===== src/rtl/display_pkg.sv =====
`default_nettype none
// ============================================================================
//  Module      : display_pkg
//  Description : Shared constants and types for the even-BCD counter display:
//                active-high seven-segment patterns (seg[0]=a .. seg[6]=g),
//                the digit-index type used by the scan logic and the default
//                prescaler divisors.
//  Revision    : 1.0 - initial release
// ============================================================================
package display_pkg;

  localparam logic [6:0] SEG_0     = 7'h3F;
  localparam logic [6:0] SEG_1     = 7'h06;
  localparam logic [6:0] SEG_2     = 7'h5B;
  localparam logic [6:0] SEG_3     = 7'h4F;
  localparam logic [6:0] SEG_4     = 7'h66;
  localparam logic [6:0] SEG_5     = 7'h6D;
  localparam logic [6:0] SEG_6     = 7'h7D;
  localparam logic [6:0] SEG_7     = 7'h07;
  localparam logic [6:0] SEG_8     = 7'h7F;
  localparam logic [6:0] SEG_9     = 7'h6F;
  localparam logic [6:0] SEG_BLANK = 7'h00;

  // Which of the three digits is currently being driven.
  typedef enum logic [1:0] {
    DIG_UNITS    = 2'd0,
    DIG_TENS     = 2'd1,
    DIG_HUNDREDS = 2'd2
  } digit_idx_t;

  localparam int unsigned DEF_COUNT_DIV = 10;
  localparam int unsigned DEF_SCAN_DIV  = 4;

endpackage
`default_nettype wire


===== src/rtl/bcd_to_7seg.sv =====
`default_nettype none
// ============================================================================
//  Module      : bcd_to_7seg
//  Description : 4-bit BCD to active-high seven-segment pattern. Non-BCD
//                codes blank the digit.
//  Ports       : bcd_i [3:0] - BCD digit
//                seg_o [6:0] - active-high pattern, seg_o[0]=a .. seg_o[6]=g
//  Revision    : 1.0 - initial release
// ============================================================================
module bcd_to_7seg
  import display_pkg::*;
(
  input  logic [3:0] bcd_i,
  output logic [6:0] seg_o
);

  always_comb begin
    seg_o = SEG_BLANK;
    case (bcd_i)
      4'd0:    seg_o = SEG_0;
      4'd1:    seg_o = SEG_1;
      4'd2:    seg_o = SEG_2;
      4'd3:    seg_o = SEG_3;
      4'd4:    seg_o = SEG_4;
      4'd5:    seg_o = SEG_5;
      4'd6:    seg_o = SEG_6;
      4'd7:    seg_o = SEG_7;
      4'd8:    seg_o = SEG_8;
      4'd9:    seg_o = SEG_9;
      default: seg_o = SEG_BLANK;
    endcase
  end

endmodule
`default_nettype wire


===== src/rtl/even_bcd_counter_display.sv =====
`default_nettype none
// ============================================================================
//  Module      : even_bcd_counter_display
//  Description : 3-digit BCD counter stepping by two (000..998, wrapping),
//                paced by an enable-gated prescaler, shown on a
//                time-multiplexed 3-digit seven-segment display with
//                selectable common-cathode / common-anode polarity.
//  Ports       : clk       - system clock, rising edge
//                rst_n     - synchronous reset, ACTIVE HIGH despite the name
//                en        - count enable (freezes count and its prescaler)
//                cathod    - 1 = common-cathode, 0 = common-anode
//                seg[6:0]  - segment drive (a=bit0), polarity per cathod
//                an[2:0]   - digit select: units, tens, hundreds
//                dp        - decimal point, always off
//                other_an  - unused board digit selects, always off
//                units/tens/hundreds - raw BCD digits for debug
//  Revision    : 1.0 - initial release
// ============================================================================
module even_bcd_counter_display
  import display_pkg::*;
#(
  parameter int unsigned COUNT_DIV = DEF_COUNT_DIV,
  parameter int unsigned SCAN_DIV  = DEF_SCAN_DIV
) (
  input  logic       clk,
  input  logic       rst_n,
  input  logic       en,
  input  logic       cathod,
  output logic [6:0] seg,
  output logic [2:0] an,
  output logic       dp,
  output logic [4:0] other_an,
  output logic [3:0] units,
  output logic [3:0] tens,
  output logic [3:0] hundreds
);

  // A divisor of 1 still needs a 1-bit counter that never leaves zero.
  localparam int unsigned CNT_W  = (COUNT_DIV > 1) ? $clog2(COUNT_DIV) : 1;
  localparam int unsigned SCAN_W = (SCAN_DIV  > 1) ? $clog2(SCAN_DIV)  : 1;
  localparam logic [CNT_W-1:0]  CNT_MAX  = CNT_W'(COUNT_DIV - 1);
  localparam logic [SCAN_W-1:0] SCAN_MAX = SCAN_W'(SCAN_DIV - 1);

  logic [CNT_W-1:0]  cnt_q, cnt_d;
  logic [SCAN_W-1:0] scan_cnt_q, scan_cnt_d;
  digit_idx_t        scan_idx_q, scan_idx_d;
  logic [3:0]        units_q, units_d;
  logic [3:0]        tens_q, tens_d;
  logic [3:0]        hundreds_q, hundreds_d;
  logic              step;
  logic [3:0]        sel_digit;
  logic [2:0]        sel_onehot;
  logic [6:0]        pattern;

  // Count prescaler and BCD step
  always_comb begin
    step       = en && (cnt_q == CNT_MAX);
    cnt_d      = cnt_q;
    units_d    = units_q;
    tens_d     = tens_q;
    hundreds_d = hundreds_q;

    if (en) begin
      cnt_d = step ? '0 : cnt_q + CNT_W'(1);
    end

    if (step) begin
      if (units_q == 4'd8) begin
        units_d = 4'd0;
        if (tens_q == 4'd9) begin
          tens_d = 4'd0;
          // 998 -> 000: hundreds rolls over with no carry-out.
          hundreds_d = (hundreds_q == 4'd9) ? 4'd0 : hundreds_q + 4'd1;
        end else begin
          tens_d = tens_q + 4'd1;
        end
      end else begin
        units_d = units_q + 4'd2;
      end
    end
  end

  // Free-running display scan, independent of en
  always_comb begin
    scan_cnt_d = scan_cnt_q + SCAN_W'(1);
    scan_idx_d = scan_idx_q;
    if (scan_cnt_q == SCAN_MAX) begin
      scan_cnt_d = '0;
      case (scan_idx_q)
        DIG_UNITS: scan_idx_d = DIG_TENS;
        DIG_TENS:  scan_idx_d = DIG_HUNDREDS;
        default:   scan_idx_d = DIG_UNITS;
      endcase
    end
  end

  always_ff @(posedge clk) begin
    if (rst_n) begin
      cnt_q      <= '0;
      scan_cnt_q <= '0;
      scan_idx_q <= DIG_UNITS;
      units_q    <= 4'd0;
      tens_q     <= 4'd0;
      hundreds_q <= 4'd0;
    end else begin
      cnt_q      <= cnt_d;
      scan_cnt_q <= scan_cnt_d;
      scan_idx_q <= scan_idx_d;
      units_q    <= units_d;
      tens_q     <= tens_d;
      hundreds_q <= hundreds_d;
    end
  end

  // Digit mux
  always_comb begin
    sel_digit  = units_q;
    sel_onehot = 3'b001;
    case (scan_idx_q)
      DIG_UNITS: begin
        sel_digit  = units_q;
        sel_onehot = 3'b001;
      end
      DIG_TENS: begin
        sel_digit  = tens_q;
        sel_onehot = 3'b010;
      end
      default: begin
        sel_digit  = hundreds_q;
        sel_onehot = 3'b100;
      end
    endcase
  end

  bcd_to_7seg u_dec (
    .bcd_i (sel_digit),
    .seg_o (pattern)
  );

  // Common-cathode drives segments high and digit selects low; common-anode
  // is the exact inverse. "Off" for dp/other_an follows the same rule.
  assign seg      = cathod ? pattern : ~pattern;
  assign an       = cathod ? ~sel_onehot : sel_onehot;
  assign dp       = ~cathod;
  assign other_an = {5{cathod}};

  assign units    = units_q;
  assign tens     = tens_q;
  assign hundreds = hundreds_q;

endmodule
`default_nettype wire


===== config.mk =====
export PLATFORM = sky130hd
export DESIGN_NAME = even_bcd_counter_display
export DESIGN_NICKNAME = d
export VERILOG_FILES = /design/src/rtl/display_pkg.sv /design/src/rtl/bcd_to_7seg.sv /design/src/rtl/even_bcd_counter_display.sv
export SDC_FILE = /design/constraint.sdc
export NUM_CORES = 1
export LEC_CHECK = 0
export CAP_MARGIN = 20
export CORE_MARGIN = 4
export CORE_UTILIZATION = 53
export DETAILED_ROUTE_END_ITERATION = 10
export GPL_ROUTABILITY_DRIVEN = 0
export PLACE_DENSITY = 0.84
export SYNTH_ARGS = -nofsm -noshare
export SYNTH_HDL_FRONTEND = slang
export SYNTH_SLANG_ARGS = --single-unit

===== constraint.sdc =====
create_clock -name clk -period 3.7 [get_ports clk]
set_clock_uncertainty 0.05 [all_clocks]
set_input_delay 0.74 -clock clk [delete_from_list [all_inputs] [get_ports clk]]
set_output_delay 0.74 -clock clk [all_outputs]
set_load 0.03 [all_outputs]

==> flow_summary.json <==
{
  "wl_microns": 2656,
  "synth_edf_count": 0,
  "dieArea_sq_um": 3397,
  "hold_buffers": 0,
  "die_width_microns": 58.28,
  "synth_flop_cell": "dfxtp_1",
  "p_leak_nw": 0.6678,
  "clock-sinks": 19,
  "drt_iter0_markers": 33,
  "critPathKind": "reg2out",
  "fin_setup_tns_ps": 0,
  "grt_pass1_vias": 1092,
  "clock_latency_ps": 280,
  "core-area_sq_um": 2318,
  "synth_cell_types": 35,
  "min_to": "scan_cnt_q[0]",
  "synth_common_cells": "dfxtp_1 (19), nor2_1 (19), nand2_1 (13)",
  "rsz0062_at_grt": "false",
  "nNetsFinal": 197,
  "synthArstFlopShare_pct": 0,
  "ir_drop_v": 0.0002041,
  "slew_headroom_pct": 53.34,
  "synth_largest_area_cell": "dfxtp_1",
  "viasPerCell": 5.393,
  "period_share_pct": 94.13,
  "n_antenna_cell": 0,
  "cts-root-buf": "clkbuf_4",
  "drive_gt1_share_pct": 10.38,
  "reg2reg_from": "cnt_q[0]",
  "row_count": 17,
  "overflow": 0,
  "ys_ff_latch": 19,
  "cts_buffers": 3,
  "drv_slew": 0,
  "grt_antenna_before_repair": 0,
  "clock.fmax_ghz": 0.2871,
  "cts_max_level": 1,
  "die_h_microns": 58.28,
  "cts_tree": "done",
  "vias": 1138,
  "initial_core_util_pct": 57.80,
  "ys_seq_area_share_pct": 28.38,
  "hold_viol_final": 0,
  "cts_buffer_depth": 2,
  "hpwl_microns": 2095,
  "path_clk_slew_ps": 110,
  "critPathCaptureType": "output port",
  "reg2reg_slack_ps": 1440,
  "syn_inst": 159,
  "grt_pass1_wl_microns": 4478,
  "drt_pass1_iterations": 4,
  "hold_path.class": "reg2reg",
  "whs_path_depth": 1,
  "p_per_area_nw_per_um2": 240.2,
  "setup_viol": 0,
  "avgRoutedWirePerCell_microns": 12.59,
  "maxCapViolCount": 0,
  "worstHoldStart": "scan_cnt_q[0]",
  "r2r_end": "hundreds[3]",
  "drc": 0,
  "finalPower_mw": 0.3936,
  "syn-num-nets": 172,
  "rr_worst_depth": 6,
  "crit_arrival_ps": 2690,
  "status": "completed",
  "synth_top_area_share_pct": 28.38,
  "min_period_ps": 3483,
  "antenna_left": 0,
  "area_growth_pct": 22.32,
  "syn-mean-instance-area_sq_um": 8.428,
  "cp_max_fo": 9,
  "grt_util_all_layers_pct": 16.37,
  "grt_max_degree": 20,
  "syn_area_sq_um": 1340,
  "start_kind": "register",
  "required_ps": 2910,
  "port_buffers": 30,
  "io_pins": 32,
  "yosysWarnings": 0,
  "synthTopCellsByArea": "dfxtp_1 (28%), ha_1 (8.4%), xnor2_1 (7.2%)",
  "crit_start": "scan_idx_q[0]",
  "fillers": 188,
  "worst_slew_pin_slew_ps": 697.7,
  "cts_setup_buffers": 0
}
-- critical path, cell delays in order, from the launching register on --
cell             delay, ps
dfxtp_2                440
mux2_2                 370
mux2i_2                250
buf_4                  190
mux2i_1                200
a21oi_1                110
xnor2_1                160
clkdlybuf4s50_1        690
-- worst max-delay path by stage --
stage	slack (ps)	cells after the start	to
finish	220	7	seg[6]
global route	50	8	seg[0]
CTS	80	7	seg[5]
detailed placement	190	9	seg[4]
global placement	360	9	seg[4]
floorplan	440	9	seg[4]
-- where the power goes --
part / switching [mW] / leakage (nW) / total (mW) / internal, mW
clock network: 0.0620 / 0.0177 / 0.102 / 0.0401
registers: 0.00524 / 0.155 / 0.215 / 0.210
logic: 0.0437 / 0.495 / 0.0761 / 0.0325
-- logic make-up after synthesis --
family	after synthesis	synth area share [%]
muxes	13	10.27
other	1	0.2798
DFF	19	28.38
and+or+nand+nor	57	22.22
adders and majority gates	9	8.404
xor gates and xnor gates	17	11.11
buffers and inverters	21	9.243
AOI/OAI and AO/OA	22	10.08
-- layer usage --
layer	GRT usage (%)	wire (microns)	part of all wire, %	vias to the layer above
li1	-	-	-	581
met1	20.14	1227	46	522
met2	28.39	1280	48	33
met3	3.118	128	4.8	2
met4	5.298	20	0.75	0
met5	0	0	0	-
-- stage by stage --
| stage | cells | hold WS (ps) | instance area, sq um | setup slack, ps | utilization, % |
|---|---|---|---|---|---|
| after floorplan | 159 | 354.3 | 1340 | 436.5 | - |
| after global placement | 207 | 362.5 | 1604 | 359.4 | 69.19 |
| after detailed placement | 207 | 376.5 | 1604 | 186.5 | 69.19 |
| after CTS | 211 | 391.6 | 1635 | 77.12 | 70.53 |
| after global routing | 211 | 410.9 | 1639 | 48.51 | 70.70 |
| final | 211 | 386.6 | 1639 | 217.3 | 70.70 |
-- final cells by class --
| type | count | area, sq um | area share (%) |
|---|---|---|---|
| repair buffers | 33 | 324.1 | 19.77 |
| multi-input cells | 119 | 839.6 | 51.22 |
| flip-flops and latches | 19 | 382.9 | 23.36 |
| inverters | 8 | 30.03 | 1.832 |
| clock buffers | 3 | 22.52 | 1.374 |
| clock inverters | 1 | 5.005 | 0.3053 |
| well taps | 28 | 35.03 | 2.137 |
-- flip-flops by register name (all words and copies together), names as in the netlist --
signal and cells:
scan_idx_q 2, tens 4, cnt_q 4, units 3
hundreds 4, scan_cnt_q 2
-- timing repair --
action	4_1_cts	5_1_grt
gates cloned	0	0
resized for setup	3	2
setup endpoints to repair	2	6
-- cells in the final DEF, fill, tap and decap left out, drive strengths merged, types with 6 or more instances in the layout --
cell type      synthesis  routed
nor2                  19      19
clkdlybuf4s50          0      28
xnor2                 11      11
nor3                   7       7
mux2i                 10      10
ha                     9       9
nand2                 13      13
xor2                   6       6
inv                    8       8
dfxtp                 19      19
o21ai                  6       6
a21oi                 10      10
Note: power is estimated with default switching activity, not from simulation.
